$ cat config.mk
export PLATFORM = sky130hd
export DESIGN_NAME = next_state_unit
export DESIGN_NICKNAME = d
export VERILOG_FILES = /design/src/rtl/next_state_unit.sv
export SDC_FILE = /design/constraint.sdc
export NUM_CORES = 1
export LEC_CHECK = 0
export CORE_ASPECT_RATIO = 0.8
export CORE_MARGIN = 5
export CORE_UTILIZATION = 43
export CTS_CLUSTER_SIZE = 12
export DETAILED_ROUTE_END_ITERATION = 8
export GPL_ROUTABILITY_DRIVEN = 0
export PLACE_DENSITY = 0.88
export RECOVER_POWER = 25
export SYNTH_ARGS = -nofsm -noshare
export SYNTH_HDL_FRONTEND = slang
export SYNTH_SLANG_ARGS = --single-unit
export TNS_END_PERCENT = 1
$ cat constraint.sdc
create_clock -name clk -period 2.2 [get_ports clk]
set_input_delay 0.22 -clock clk [delete_from_list [all_inputs] [get_ports clk]]
set_output_delay 0.22 -clock clk [all_outputs]
set_load 0.02 [all_outputs]
$ cat src/rtl/next_state_unit.sv
// next_state_unit: control-unit sequencer. Walks the fetch path, decodes the
// instruction class into a routine start state, steps through each routine,
// and watches memory wait states for a moc timeout.
module next_state_unit #(
    parameter int unsigned MOC_TIMEOUT = 15
) (
    input  logic        clk,
    input  logic        reset,
    input  logic [31:0] ir,
    input  logic        cond_true,
    input  logic        moc,
    output logic [6:0]  state,
    output logic        instr_done,
    output logic        und_trap,
    output logic        bus_err
);

    // State numbers are visible on the state output, so they stay fixed constants.
    localparam logic [6:0] S_RESET    = 7'd0;
    localparam logic [6:0] S_MAR      = 7'd1;
    localparam logic [6:0] S_PCINC    = 7'd2;
    localparam logic [6:0] S_FWAIT    = 7'd3;
    localparam logic [6:0] S_DECODE   = 7'd4;
    localparam logic [6:0] S_DP_IMM   = 7'd10;
    localparam logic [6:0] S_DP_REG   = 7'd11;
    localparam logic [6:0] S_B        = 7'd20;
    localparam logic [6:0] S_BL       = 7'd21;
    localparam logic [6:0] S_BL_LINK  = 7'd22;
    localparam logic [6:0] S_LDR_ADDR = 7'd30;
    localparam logic [6:0] S_LDR_MAR  = 7'd31;
    localparam logic [6:0] S_LDR_WAIT = 7'd32;
    localparam logic [6:0] S_LDR_WB   = 7'd33;
    localparam logic [6:0] S_STR_ADDR = 7'd40;
    localparam logic [6:0] S_STR_MAR  = 7'd41;
    localparam logic [6:0] S_STR_WAIT = 7'd42;
    localparam logic [6:0] S_BUS_ERR  = 7'd126;
    localparam logic [6:0] S_UNDEF    = 7'd127;

    localparam logic [5:0] TIMEOUT_CNT = 6'(MOC_TIMEOUT - 1);

    logic [6:0] state_q, state_d;
    logic [5:0] wait_cnt_q, wait_cnt_d;
    logic       instr_done_q, instr_done_d;
    logic       und_trap_q, und_trap_d;
    logic       bus_err_q, bus_err_d;

    logic [6:0] enc_state;
    logic       in_wait;
    logic       timeout;

    // Only the opcode-class bits take part in decoding.
    logic unused_ir;
    assign unused_ir = ^{ir[31:28], ir[23:21], ir[19:5], ir[3:0]};

    // Instruction-class encoder: routine start state for the decoded ir.
    always_comb begin
        enc_state = S_UNDEF;
        case (ir[27:25])
            3'b001: enc_state = S_DP_IMM;
            3'b000: enc_state = ir[4] ? S_UNDEF : S_DP_REG;
            3'b101: enc_state = ir[24] ? S_BL : S_B;
            3'b010: enc_state = ir[20] ? S_LDR_ADDR : S_STR_ADDR;
            default: enc_state = S_UNDEF;
        endcase
    end

    // Next-state, wait-counter and pulse computation.
    always_comb begin
        state_d      = S_RESET;
        instr_done_d = 1'b0;
        in_wait      = (state_q == S_FWAIT) || (state_q == S_LDR_WAIT) ||
                       (state_q == S_STR_WAIT);
        timeout      = (wait_cnt_q == TIMEOUT_CNT);

        case (state_q)
            S_RESET:  state_d = S_MAR;
            S_MAR:    state_d = S_PCINC;
            S_PCINC:  state_d = S_FWAIT;
            S_FWAIT: begin
                if (moc)          state_d = S_DECODE;
                else if (timeout) state_d = S_BUS_ERR;
                else              state_d = S_FWAIT;
            end
            S_DECODE: begin
                if (cond_true) begin
                    state_d = enc_state;
                end else begin
                    state_d      = S_MAR;
                    instr_done_d = 1'b1;
                end
            end
            S_DP_IMM, S_DP_REG, S_B, S_BL_LINK, S_LDR_WB, S_BUS_ERR, S_UNDEF: begin
                state_d      = S_MAR;
                instr_done_d = 1'b1;
            end
            S_BL:       state_d = S_BL_LINK;
            S_LDR_ADDR: state_d = S_LDR_MAR;
            S_LDR_MAR:  state_d = S_LDR_WAIT;
            S_LDR_WAIT: begin
                if (moc)          state_d = S_LDR_WB;
                else if (timeout) state_d = S_BUS_ERR;
                else              state_d = S_LDR_WAIT;
            end
            S_STR_ADDR: state_d = S_STR_MAR;
            S_STR_MAR:  state_d = S_STR_WAIT;
            S_STR_WAIT: begin
                if (moc) begin
                    state_d      = S_MAR;
                    instr_done_d = 1'b1;
                end else if (timeout) begin
                    state_d = S_BUS_ERR;
                end else begin
                    state_d = S_STR_WAIT;
                end
            end
            default: state_d = S_RESET;
        endcase

        // Wait states are only ever entered from non-wait states, so a zero
        // outside the wait states doubles as the clear-on-entry.
        wait_cnt_d = (in_wait && !moc && !timeout) ? wait_cnt_q + 6'd1 : '0;

        und_trap_d = (state_d == S_UNDEF);
        bus_err_d  = (state_d == S_BUS_ERR);
    end

    // State, wait counter and registered pulses with synchronous reset.
    always_ff @(posedge clk) begin
        if (reset) begin
            state_q      <= S_RESET;
            wait_cnt_q   <= '0;
            instr_done_q <= 1'b0;
            und_trap_q   <= 1'b0;
            bus_err_q    <= 1'b0;
        end else begin
            state_q      <= state_d;
            wait_cnt_q   <= wait_cnt_d;
            instr_done_q <= instr_done_d;
            und_trap_q   <= und_trap_d;
            bus_err_q    <= bus_err_d;
        end
    end

    assign state      = state_q;
    assign instr_done = instr_done_q;
    assign und_trap   = und_trap_q;
    assign bus_err    = bus_err_q;

endmodule

==> results of run 1 <==
-- cell usage after synthesis, types with 4 or more instances --
cell type	instances
dfxtp_1	16
nor2_1	16
a21oi_1	11
inv_1	6
nand3_1	6
o21ai_0	6
buf_6	4
nand2_1	4
nand2b_1	4
nor2b_1	4
or3_1	4
-- kinds of logic (layout without fill, tap and decap cells) --
kind of cell	after synthesis	in the layout	share of synthesized area, %
compound gates	36	36	21.4
buf+inv	14	32	7.67
simple gates	63	63	36.1
xor+xnor	6	6	4.60
flops	16	16	28.0
fa+ha+maj	2	2	2.19
-- power groups by stage --
stage          logic (mW)  registers (mW)  clock network (mW)
2_1_floorplan      0.0762           0.313                   0
3_3_place_gp        0.108           0.318                   0
3_5_place_dp        0.113           0.319                   0
4_1_cts             0.113           0.313               0.205
5_1_grt             0.124           0.315               0.217
6_report            0.114           0.313               0.200
-- layer usage --
metal  global-route usage [%]  share of wire, %  vias to the layer above
met3                     4.65                10                        8
met2                     27.5                50                       51
met4                     7.80               2.3                        0
met1                     20.8                38                      561
met5                        0                 0                        -
li1                         -                 -                      541
-- area by class of cell --
type	count	area, um^2	area share (%)
multi-input combinational	107	734	53.6
sequential	16	320	23.4
timing repair buffer	22	213	15.5
tap	36	45.0	3.28
clock buffer	4	36.3	2.65
inverter	6	22.5	1.64
-- state kept, by name, indices dropped and copies added (netlist names) --
name	cells
wait_cnt_q	6
state	7
instr_done	1
und_trap	1
bus_err	1
-- final timing paths --
path / from / end / slack, ns
min reg2reg: wait_cnt_q[0]$_SDFF_PP0_ / wait_cnt_q[0]$_SDFF_PP0_ / 0.47
max reg2reg: state[2]$_SDFF_PP0_ / und_trap$_SDFF_PP0_ / 0.25
min: wait_cnt_q[0]$_SDFF_PP0_ / wait_cnt_q[0]$_SDFF_PP0_ / 0.47
max: state[0]$_SDFF_PP0_ / state[0] / 0.24
-- metrics by stage --
stage / utilization [%] / total power [mW] / setup WS, ns
floorplan: - / 0.389 / 0.477
global placement: 53.3 / 0.426 / 0.353
detailed placement: 53.3 / 0.432 / 0.300
CTS: 54.8 / 0.631 / 0.224
global route: 54.8 / 0.656 / 0.151
finish: 54.8 / 0.627 / 0.237
-- critical path, stage by stage, from the launching register on --
cell and delay, ns:
dfxtp_1 0.58, buf_4 0.25, clkdlybuf4s50_1 0.62
==> summary.md, run 1 <==
| Metric | Value |
|---|---|
| Asr flop ratio synth | 0% |
| Cells after Synth | 137 |
| Rows | 16 |
| Routed vias | ~1200 |
| CP arrival | around 1.7 ns |
| Grt ovf | 0 |
| Final #Nets | between 150 and 200 |
| First-pass GRT wire length | roughly 5000 um |
| Seq pwr share | around half |
| P_leak | around 0.50 nW |
| Crit Path Max Fanout | 11 |
| Clk_lat worst skew | around 0.30 ns |
| Drt wl/cell | approximately 16 um |
| Reg2reg path depth | 5 |
| Worst-margin pin slew | between 0.5 and 0.6 ns |
| Share of post-route cells with drive strength above 1 | roughly a tenth |
| Syn nets | ~180 |
| Avg Inst Size Synth | 8.34 um^2 |
| Peak Freq | 510 MHz |
| Startpoint Class | flop |
| Clock sink count | 16 |
| Die height | roughly 56 um |
| FF+latch count, synth | 16 |
| Status | complete, no violations |
| Starting Density | a little under half |
| Post-synthesis sequential area ratio | 28.0% |
| CP Capture Type | output port |
| Placed cell area | 1340 um^2 |
| H-tree lvl count | 1 |
| Post-layout min period | 1.96 ns |
| Slew Limit Fails | 0 |
| Fin crit share | between 80% and 90% |
| Setup skew after layout | 0.00605 ns |
| Pin count of the biggest net entering global routing | 15 |
| Layout Cells excl Fill | 191 |
| Worst Setup Path Type | reg2out |
| RSZ-0062 raised after global routing | no |
| Via density | between 6 and 7 |
| Sw Pwr | ~170 uW |
| Hold_ws | ~0.47 ns |
| DRT Pass-1 Iters | 4 |
| Synth Flop Type | dfxtp_1 |
| DRC Markers | 0 |
| Post-CTS Setup Inserts | 0 |
| Total Routing Usage GR | between 10% and 20% |
| Post-DRT Antenna Nets | 0 |
| Pwr dens | around 460 nW/um^2 |
| Slew headroom | between 60 and 70% |
| Cell Int Power | between 400 and 500 uW |
| Clk slew on worst S/H paths | about 0.090 ns |
| Number of synthesized flops with an enable pin | 0 |
| Setup violations, final | 0 |
| Max Cap Viol | 0 |
| Vias in the first global route | 1130 |
| Clock share of power | a little under a third |
| Io pins | between 40 and 50 |
| Yosys top cell by area | dfxtp_1 |
| Area grow syn2layout | 20.0% |
| Routed wire length | slightly below 3000 um |
| Final instance area | approximately 1400 um^2 |
| Area contributors post-synth | dfxtp_1 (28%), nor2_1 (5.3%), a21oi_1 (4.8%), buf_6 (3.9%), nand3_1 (2.6%) |
| WP data required | between 1.5 and 2 ns |
| Diode count | 0 |
| Worst min path class | reg2reg |
| Port Buf Inserts | 19 |
| Commonest non-fill, non-tap cells in the layout | nor2_1 (16), dfxtp_1 (16), clkdlybuf4s50_1 (16) |
| Cell Area, Synth | 1140 um^2 |
| Synth unique cells | 52 |
| Worst hold stages | 1 |
| Core Box Area | between 2000 and 3000 um^2 |
| Root buffer cell | clkbuf_4 |
| CTS tree | yes |
| Synth Warn # | 0 |
| Switching Share | between 20 and 30% |
| Post-cts sizing count | 0 |
| Die width | 67.6 um |
| Die area | approximately 3800 um^2 |
| Fillers | 243 |
| Final Hold Viols | 0 |
| Peak supply drop | approximately 0.00033 V |
| Yosys top cell area share | between 20% and 30% |
| Max clock buf depth | 2 |
| Setup TNS | 0 ns |
| Gate power share | between 15 and 20% |
| Clock buffer count from CTS | 3 |
| Dpl cells | ~190 |
| Initial antenna violation count | 0 |
| Detail Placement HPWL | roughly 2300 um |
| DRT iter0 DRCs | just under 100 |
| CTS Hold Bufs | 0 |
No activity file was read; power rests on OpenSTA's default activity.
==> inputs of run 2 (changes only) <==
==> constraint.sdc (replaced) <==
create_clock -name clk -period 2.2 [get_ports clk]
set_input_delay 0.44 -clock clk [delete_from_list [all_inputs] [get_ports clk]]
set_output_delay 0.44 -clock clk [all_outputs]
set_load 0.02 [all_outputs]
==> summary.md, run 2 (synthesis results as in run 1) <==
| Metric | Value |
|---|---|
| Status | complete, no violations |
| DRC Markers | 0 |
| WP data required | 1.76 ns |
| H-tree lvl count | 1 |
| DRT Pass-1 Iters | 4 |
| Post-DRT Antenna Nets | 0 |
| Die height | roughly 56 um |
| Port Buf Inserts | 19 |
| Commonest non-fill, non-tap cells in the layout | nor2_1 (16), dfxtp_1 (16), clkdlybuf4s50_1 (15) |
| Max Cap Viol | 0 |
| Placed cell area | about 1300 um^2 |
| Routed vias | around 1100 |
| Delay of the slowest cell on the worst path | 0.70 ns |
| Io pins | 46 |
| Vias in the first global route | 1077 |
| Setup skew after layout | roughly 0.0058 ns |
| Peak supply drop | 0.000426 V |
| Diode count | 0 |
| Starting Density | 45.7% |
| CP cell instances | clkdlybuf4s50_1 |
| Post-layout min period | between 2 and 2.5 ns |
| Slew headroom | roughly two thirds |
| Post-cts sizing count | 0 |
| Worst Setup Path Type | reg2out |
| Final instance area | 1360 um^2 |
| Slew Limit Fails | 0 |
| CTS Hold Bufs | 0 |
| Grt ovf | 0 |
| Final #Nets | just under 200 |
| Total Routing Usage GR | between 10% and 20% |
| Die area | ~3800 um^2 |
| Routed wire length | between 2000 and 3000 um |
| CP arrival | 1.64 ns |
| Slowest CP cell | clkdlybuf4s50_1 |
| Startpoint Class | flop |
| Area grow syn2layout | 19.3% |
| RSZ-0062 raised after global routing | no |
| CP Capture Type | output port |
| Setup TNS | 0 ns |
| Worst min path class | reg2reg |
| Hold_ws | 0.467 ns |
| Pwr dens | 452 nW/um^2 |
| Critical path buffers and inverters | 1 |
| Setup violations, final | 0 |
| Drt wl/cell | 14.8 um |
| Detail Placement HPWL | between 2000 and 2500 um |
| Post-CTS Setup Inserts | 0 |
| Die width | slightly below 70 um |
| Initial antenna violation count | 0 |
| Via density | 5.87 |
| Final Hold Viols | 0 |
| Crit Path Max Fanout | 14 |
| Pin count of the biggest net entering global routing | 15 |
| P_leak | roughly 0.5 nW |
| First-pass GRT wire length | 4840 um |
| Fin crit share | 94.4% |
| Peak Freq | approximately 480 MHz |
| Storage cell area | approximately 320 um^2 |
| Top Family by Delay on Critical Path | buffers and inverters |
| Rows | 16 |
| Clock sink count | 16 |
| CTS tree | yes |
| DRT iter0 DRCs | 76 |
| Fillers | 253 |
| Core Box Area | about 2500 um^2 |
| Max clock buf depth | 2 |
| Worst-margin pin slew | slightly above 0.5 ns |
| Share of post-route cells with drive strength above 1 | under 10% |
| Largest register FFs | 7 |
| Root buffer cell | clkbuf_4 |
| Clk slew on worst S/H paths | ~0.10 ns |
| Clock buffer count from CTS | 3 |
| Multi-input gate area | 726 um^2 |
| Clk_lat worst skew | roughly 0.28 ns |
-- run 2: through the flow --
step,power [mW],utilization [%],instances,setup slack (ns)
2_1_floorplan,0.389,-,137,0.477
3_3_place_gp,0.425,53.3,187,0.182
3_5_place_dp,0.431,53.3,187,0.108
4_1_cts,0.624,54.8,191,0.0923
5_1_grt,0.650,54.4,191,0.0257
6_report,0.616,54.4,191,0.124
-- run 2: path summary, 6_finish.rpt --
path	slack (ns)	cells after the start	startpoint	to
worst min register to register	0.47	1	wait_cnt_q[0]$_SDFF_PP0_	wait_cnt_q[0]$_SDFF_PP0_
worst min-delay path	0.47	1	wait_cnt_q[0]$_SDFF_PP0_	wait_cnt_q[0]$_SDFF_PP0_
worst max register to register	0.19	5	state[2]$_SDFF_PP0_	bus_err$_SDFF_PP0_
worst max-delay path	0.12	1	state[3]$_SDFF_PP0_	state[3]
-- run 2: per-layer routing --
layer	routed length (um)	global-route usage, %	part of all wire (%)
met5	0	0	0
met4	39	4.62	1.4
met3	202	4.04	7.1
met2	1380	25.2	49
met1	1200	21.4	43
-- run 2: final cells by class --
type                       instances  share of cell area [%]
clock buffer                       4                    2.66
inverter                           6                    1.65
multi-input combinational        107                    53.3
sequential                        16                    23.5
tap                               36                    3.31
timing repair buffer              22                    15.6
-- run 2: report_power, final --
group          switching, mW  leakage [nW]  internal [mW]
clock                 0.0920        0.0210          0.101
sequential            0.0169         0.129          0.295
combinational         0.0562         0.347         0.0558
